<file path="src/rtl/regfile_wb_arbiter_pkg.sv">
// regfile_pkg: shared widths, zero-register address and grant encoding for the writeback arbiter.
package regfile_pkg;
    localparam int ADDR_W = 5;
    localparam int DATA_W = 32;
    localparam int NREG   = 2 ** ADDR_W;
    localparam logic [ADDR_W-1:0] REG_ZERO = '0;
    typedef enum logic [1:0] {GNT_NONE, GNT_A, GNT_B} gnt_e;
endpackage

</file>
<file path="src/rtl/regfile_wb_arbiter_scoreboard.sv">
// regfile_scoreboard: pending-write busy vector with set/clear ports and two combinational check ports.
module regfile_scoreboard
    import regfile_pkg::*;
#(
    parameter int SB_ADDR_W = ADDR_W,
    parameter int SB_NREG   = NREG
) (
    input  logic                 clk,
    input  logic                 rst,
    input  logic                 i_set_en,
    input  logic [SB_ADDR_W-1:0] i_set_addr,
    input  logic                 i_clr_en,
    input  logic [SB_ADDR_W-1:0] i_clr_addr,
    input  logic [SB_ADDR_W-1:0] i_chk_addr1,
    input  logic [SB_ADDR_W-1:0] i_chk_addr2,
    output logic                 o_chk_busy1,
    output logic                 o_chk_busy2
);
    logic [SB_NREG-1:0] r_busy;
    logic [SB_NREG-1:0] w_busy_nxt;

    // Clear is applied before set so a same-edge reservation of the same register survives.
    always_comb begin
        w_busy_nxt = r_busy;
        if (i_clr_en) w_busy_nxt[i_clr_addr] = 1'b0;
        if (i_set_en) w_busy_nxt[i_set_addr] = 1'b1;
        w_busy_nxt[0] = 1'b0;
    end

    always_ff @(posedge clk or negedge rst) begin
        if (!rst) r_busy <= '0;
        else      r_busy <= w_busy_nxt;
    end

    assign o_chk_busy1 = (i_chk_addr1 != SB_ADDR_W'(REG_ZERO)) && r_busy[i_chk_addr1];
    assign o_chk_busy2 = (i_chk_addr2 != SB_ADDR_W'(REG_ZERO)) && r_busy[i_chk_addr2];
endmodule

</file>
<file path="src/rtl/regfile_wb_arbiter.sv">
// regfile_wb_arbiter: two-source writeback arbiter with starvation guard and pending-write scoreboard.
// Optional REGFILE_WB_SKID_EN adds a one-entry skid buffer on port A.
module regfile_wb_arbiter
    import regfile_pkg::*;
#(
    parameter int P_ADDR_W   = ADDR_W,
    parameter int P_DATA_W   = DATA_W,
    parameter int P_NREG     = NREG,
    parameter int STARVE_MAX = 4
) (
    input  logic                clk,
    input  logic                rst,
    input  logic                a_valid,
    output logic                a_ready,
    input  logic [P_ADDR_W-1:0] a_waddr,
    input  logic [P_DATA_W-1:0] a_wdata,
    input  logic                b_valid,
    output logic                b_ready,
    input  logic [P_ADDR_W-1:0] b_waddr,
    input  logic [P_DATA_W-1:0] b_wdata,
    input  logic                rsv_valid,
    input  logic [P_ADDR_W-1:0] rsv_addr,
    input  logic [P_ADDR_W-1:0] chk_addr1,
    input  logic [P_ADDR_W-1:0] chk_addr2,
    output logic                chk_busy1,
    output logic                chk_busy2,
    output logic                we,
    output logic [P_ADDR_W-1:0] waddr,
    output logic [P_DATA_W-1:0] wdata
);
    localparam logic [3:0] STARVE_LIM = 4'(STARVE_MAX);

    logic                r_we;
    logic [P_ADDR_W-1:0] r_waddr;
    logic [P_DATA_W-1:0] r_wdata;
    logic [3:0]          r_starve;
    gnt_e                w_gnt;
    logic                w_ea_valid;
    logic [P_ADDR_W-1:0] w_ea_addr;
    logic [P_DATA_W-1:0] w_ea_data;
    logic                w_xfer;
    logic [P_ADDR_W-1:0] w_addr;
    logic [P_DATA_W-1:0] w_data;

`ifdef REGFILE_WB_SKID_EN
    logic                r_skid_full;
    logic [P_ADDR_W-1:0] r_skid_addr;
    logic [P_DATA_W-1:0] r_skid_data;

    // A held skid entry is older than the live a_* request, so it competes first.
    assign w_ea_valid = r_skid_full || a_valid;
    assign w_ea_addr  = r_skid_full ? r_skid_addr : a_waddr;
    assign w_ea_data  = r_skid_full ? r_skid_data : a_wdata;
    assign a_ready    = rst && !r_skid_full;

    always_ff @(posedge clk or negedge rst) begin
        if (!rst) begin
            r_skid_full <= 1'b0;
            r_skid_addr <= '0;
            r_skid_data <= '0;
        end else if (r_skid_full) begin
            if (w_gnt == GNT_A) r_skid_full <= 1'b0;
        end else if (a_valid && w_gnt == GNT_B) begin
            r_skid_full <= 1'b1;
            r_skid_addr <= a_waddr;
            r_skid_data <= a_wdata;
        end
    end
`else
    assign w_ea_valid = a_valid;
    assign w_ea_addr  = a_waddr;
    assign w_ea_data  = a_wdata;
    assign a_ready    = rst && w_gnt == GNT_A;
`endif

    always_comb begin
        w_gnt = (b_valid && (!w_ea_valid || r_starve == STARVE_LIM)) ? GNT_B :
                w_ea_valid ? GNT_A : GNT_NONE;
    end

    assign b_ready = rst && w_gnt == GNT_B;
    assign w_xfer  = w_gnt != GNT_NONE;
    assign w_addr  = (w_gnt == GNT_B) ? b_waddr : w_ea_addr;
    assign w_data  = (w_gnt == GNT_B) ? b_wdata : w_ea_data;

    always_ff @(posedge clk or negedge rst) begin
        if (!rst) begin
            r_we     <= 1'b0;
            r_waddr  <= '0;
            r_wdata  <= '0;
            r_starve <= '0;
        end else begin
            r_we     <= w_xfer && w_addr != P_ADDR_W'(REG_ZERO);
            if (w_xfer) begin
                r_waddr <= w_addr;
                r_wdata <= w_data;
            end
            r_starve <= (!b_valid || w_gnt == GNT_B) ? 4'd0 :
                        (w_gnt == GNT_A && r_starve != STARVE_LIM) ? r_starve + 4'd1 : r_starve;
        end
    end

    assign we    = r_we;
    assign waddr = r_waddr;
    assign wdata = r_wdata;

    regfile_scoreboard #(.SB_ADDR_W(P_ADDR_W), .SB_NREG(P_NREG)) u_sb (
        .clk         (clk),
        .rst         (rst),
        .i_set_en    (rsv_valid),
        .i_set_addr  (rsv_addr),
        .i_clr_en    (b_ready),
        .i_clr_addr  (b_waddr),
        .i_chk_addr1 (chk_addr1),
        .i_chk_addr2 (chk_addr2),
        .o_chk_busy1 (chk_busy1),
        .o_chk_busy2 (chk_busy2)
    );
endmodule
</file>
<file path="config.mk">
export PLATFORM = sky130hd
export DESIGN_NAME = regfile_wb_arbiter
export DESIGN_NICKNAME = d
export VERILOG_FILES = /design/src/rtl/regfile_wb_arbiter_pkg.sv /design/src/rtl/regfile_wb_arbiter_scoreboard.sv /design/src/rtl/regfile_wb_arbiter.sv
export SDC_FILE = /design/constraint.sdc
export NUM_CORES = 1
export LEC_CHECK = 0
export BUFFER_PORTS_ARGS = -buffer_cell sky130_fd_sc_hd__buf_4
export CORE_ASPECT_RATIO = 1.75
export CORE_MARGIN = 5
export CORE_UTILIZATION = 45
export CTS_BUF_LIST = sky130_fd_sc_hd__clkbuf_16
export DETAILED_ROUTE_END_ITERATION = 10
export PLACE_DENSITY = 0.76
export SYNTH_ARGS = -nofsm -noshare
export SYNTH_HDL_FRONTEND = slang
export SYNTH_HIERARCHICAL = 1
export SYNTH_SLANG_ARGS = --single-unit
</file>
<file path="constraint.sdc">
create_clock -name clk -period 2.35 [get_ports clk]
set_clock_uncertainty 0.2 [all_clocks]
set_input_delay 0.47 -clock clk [delete_from_list [all_inputs] [get_ports clk]]
set_output_delay 0.47 -clock clk [all_outputs]
set_load 0.02 [all_outputs]
</file>
==> impl_results.rst <==
.. list-table::
   :header-rows: 1

   * - Metric
     - Value
   * - Number of clock sinks
     - between 70 and 80
   * - Final Max Tran Viols
     - 0
   * - Syn. warnings
     - 6
   * - Cell Area, Synth
     - between 3000 and 4000 µm²
   * - Critical path class
     - flop to primary output
   * - Rel. slew slack
     - 0.399
   * - Die height
     - about 130 µm
   * - Via count of the first global-routing pass
     - a little under 4000
   * - Worst setup margin
     - -0.200 ns
   * - Async set or reset register ratio after synthesis
     - 1.00
   * - Antenna violations before repair
     - 0
   * - Reg2Reg Launch Point
     - r_starve[0]
   * - Setup-failing EPs final
     - 2
   * - Unique cell type count in the Yosys netlist
     - 48
   * - Instance count after placement with tap cells included
     - ~600
   * - Vias after detailed routing
     - around 3600
   * - TritonCTS Buffers
     - 9
   * - Non-filler instance count after layout
     - between 600 and 700
   * - Leading post-synthesis cells by instance count
     - dfrtp_1, o21ai_0, a221o_1, and2_1, inv_1
   * - WP data required
     - 1.68 ns
   * - Wire length after detailed routing
     - between 10000 and 15000 µm
   * - Cell-by-cell listing of the critical path
     - mux4_2 -> o22ai_1 -> a311oi_1 -> a221o_1 -> buf_6
   * - Hold buffer count at cts
     - 0
   * - Diode insertion count for antenna repair
     - 0
   * - Residual DRC count
     - 0
   * - Count of routing violations after the opening detailed-route iteration
     - approximately 350
   * - Core ar.
     - a little over 8000 µm²
   * - Worst Path Arrival
     - around 1.9 ns
   * - Worst Setup SP
     - u_sb/r_busy[15]
   * - Post-synthesis cell type with the largest combined area
     - dfrtp_1
   * - Clock input transition at the sequential cells of the worst setup and hold paths
     - ~0.050 ns
   * - # fillers
     - between 700 and 800
   * - Number of buffers on the longest clock path
     - 2
   * - Category of the worst setup path launch point
     - flop
   * - Global-route wire length before repair
     - just under 20000 µm
   * - Least-Margin Pin Slew
     - about 0.90 ns
   * - Number of iterations in the first detailed-routing pass
     - 4
   * - Global placer's final weighted congestion
     - around 0.9
   * - Site Rows
     - 44
   * - Outcome
     - complete, but fails checks
   * - Combined global-route utilization of all metal layers
     - 0.238
   * - Final critical-path share of the clock period
     - 1.09
   * - Detailed placer's ending HPWL
     - about 9400 µm
   * - End of the worst register-to-register path
     - u_sb/r_busy[24]
   * - Setup repair after global routing missed its margin
     - true
   * - Setup TNS
     - -0.356 ns
   * - Pleak
     - 2.41 nW
   * - Gr ovfl total
     - 0
   * - VDD IR-drop max
     - approximately 430 µV
   * - Fraction of the mapped netlist area in adder cells
     - 0.00649
   * - Worst hold path class
     - input pin to async pin
   * - Cell types with the largest area share after synthesis
     - dfrtp_1, a221o_1, o21ai_0
   * - Multiplexer area fraction after synthesis
     - 0.0999
   * - Syn Nets
     - 446
   * - Die boundary width
     - 80.0 µm
   * - Post-synthesis xor/xnor area fraction
     - 0.00454
   * - Share of synthesized cell area in and, or, nand and nor gates
     - 0.156
   * - Ratio of cells with drive above 1 in the final layout
     - 0.388
   * - Violations in the final reports
     - negative setup slack
   * - Number of flops mapped to enable cells by yosys
     - 0
   * - Number of H-tree branching levels
     - 3
   * - Remaining antenna violation count after routing
     - 0
   * - Post-layout nets
     - 591
   * - Cell with the most instances after synthesis
     - dfrtp_1
   * - Fmax
     - 392 MHz
   * - CTS tree
     - built
   * - Worst reg2reg path depth
     - 8
   * - Routed vias/inst
     - 5.86
   * - Synthesis-to-layout area growth
     - 38.8%
   * - Buffers plus inverters on the worst setup path
     - 1
   * - I/O pins
     - 136
   * - Number of port buffers
     - roughly 140
   * - Sequential element share of the synthesized area
     - 0.474
   * - WL/cell
     - between 20 and 25 µm
   * - Setup slack of the most critical reg-to-reg path
     - roughly 0.22 ns
   * - Max Fanout on Critical Path
     - 3
   * - Compound-gate portion of the synthesized area
     - 0.216
   * - Max-capacitance violation count
     - 0
   * - Largest family of logic cells by synthesized area
     - compound AO/OA/AOI/OAI gates
   * - Endpoints failing hold
     - 0
   * - Max stage delay on crit path
     - approximately 0.5 ns
   * - Main flop type after synthesis
     - dfrtp_1
   * - Final Total Pwr
     - between 3 and 4 mW
   * - Clock latency reported for the late side of the worst-skew pair
     - roughly 0.33 ns
   * - Share of the core filled with cells
     - 0.644
   * - Final worst path period need
     - around 2.6 ns
   * - Critical path's slowest cell
     - mux4_2
   * - Number of storage elements in the synthesis netlist
     - between 70 and 80
   * - Share of the synthesized area in the top cell type
     - 0.474
   * - Gate count after technology mapping
     - between 300 and 400
   * - Root buffer selected by CTS
     - clkbuf_16
   * - Category of cells accounting for the largest share of critical-path delay
     - compound AO/OA/AOI/OAI gates
   * - Avg Inst Size Synth
     - between 10 and 15 µm²
   * - Largest net degree at the start of global routing
     - between 70 and 80
   * - Full die area
     - around 11000 µm²
   * - Initial standard-cell utilization of the core
     - 0.464
   * - Ratio of total power to cell area
     - approximately 730 nW/µm²
   * - Sort of element at the end of the critical path
     - primary output
## worst register-to-register path: cells and delay by family, from the launching register on
family | cells | cell delay (ns)
adders and majority gates | 1 | 0.16
AOI/OAI and AO/OA | 2 | 0.33
DFF | 1 | 0.39
buffers and inverters | 1 | 0.10
and+or+nand+nor | 4 | 0.82
## power by group
| part | switching [mW] | total, mW | internal, mW |
|---|---|---|---|
| clock | 0.499 | 1.42 | 0.917 |
| combinational | 0.437 | 0.908 | 0.471 |
| sequential | 0.156 | 1.61 | 1.45 |
## cells in the final DEF, fill, tap and decap left out, drive strengths merged, types with 3 or more instances in the layout
cell type | synthesis | routed
a21oi | 5 | 5
a221o | 33 | 33
a221oi | 3 | 3
a22oi | 3 | 3
and2 | 34 | 34
buf | 14 | 152
clkbuf | 4 | 9
clkinv | 0 | 4
dfrtp | 73 | 73
inv | 11 | 11
mux2 | 11 | 11
mux2i | 10 | 10
mux4 | 7 | 7
nand2 | 5 | 5
nand2b | 4 | 4
nand3 | 9 | 9
nand3b | 10 | 10
nor2 | 10 | 10
nor2b | 6 | 6
o21ai | 62 | 62
o22ai | 6 | 6
or3b | 6 | 6
## sequential cells by signal, indices dropped and copies added (netlist names)
signal,count
r_starve,4
wdata,32
u_sb/r_busy,31
waddr,5
we,1
## stage by stage
stage | setup WS (ns) | hold slack, ns | instance area [µm²]
global route | -0.262 | 0.162 | 5350
floorplan | 0.00883 | -0.0256 | 3860
CTS | -0.206 | 0.154 | 5320
global placement | -0.0659 | 0.280 | 4980
detailed placement | -0.0791 | 0.285 | 4980
finish | -0.200 | 0.160 | 5350
## how the worst max path moves through the flow
stage	end	slack (ns)	cells past startpoint
after floorplan	u_sb/r_busy[12]	0.009	9
after global placement	chk_busy2	-0.07	6
after detailed placement	chk_busy2	-0.08	6
after CTS	chk_busy2	-0.21	5
after global routing	chk_busy2	-0.26	5
final	chk_busy2	-0.20	5
## cell families (layout without fill, tap and decap cells)
logic type / Yosys count / after routing
buffers and inverters: 29 / 179
adder cells (fa/ha/maj): 2 / 2
multiplexers: 28 / 28
XOR/XNOR: 2 / 2
AO/OA/AOI/OAI: 121 / 121
AND/OR/NAND/NOR: 95 / 95
flip-flops: 73 / 73
## timing repair
item,CTS,global route
gates resized for setup,4,2
setup endpoints to repair,3,7
hold endpoints to repair,0,0
cloned,0,0
buffers inserted,3,3
pin swaps,2,0
## cell type report
type                       instances  area, µm²  share of cell area
clock buffer                       9        225              0.0421
clock inverter                     7       85.1              0.0159
multi-input combinational        248       1880               0.352
tap                              115        144              0.0269
inverter                          11       41.3             0.00771
sequential                        73       1830               0.341
timing repair buffer             152       1150               0.215
## routing by layer
layer  GRT usage  vias to the layer above  wire (µm)
li1            -                     1626          -
met3      0.0714                       39       1110
met2       0.409                      198       6310
met4       0.112                        0        458
met5           0                        -          0
met1       0.262                     1741       4450
Note: power is estimated with default switching activity, not from simulation.
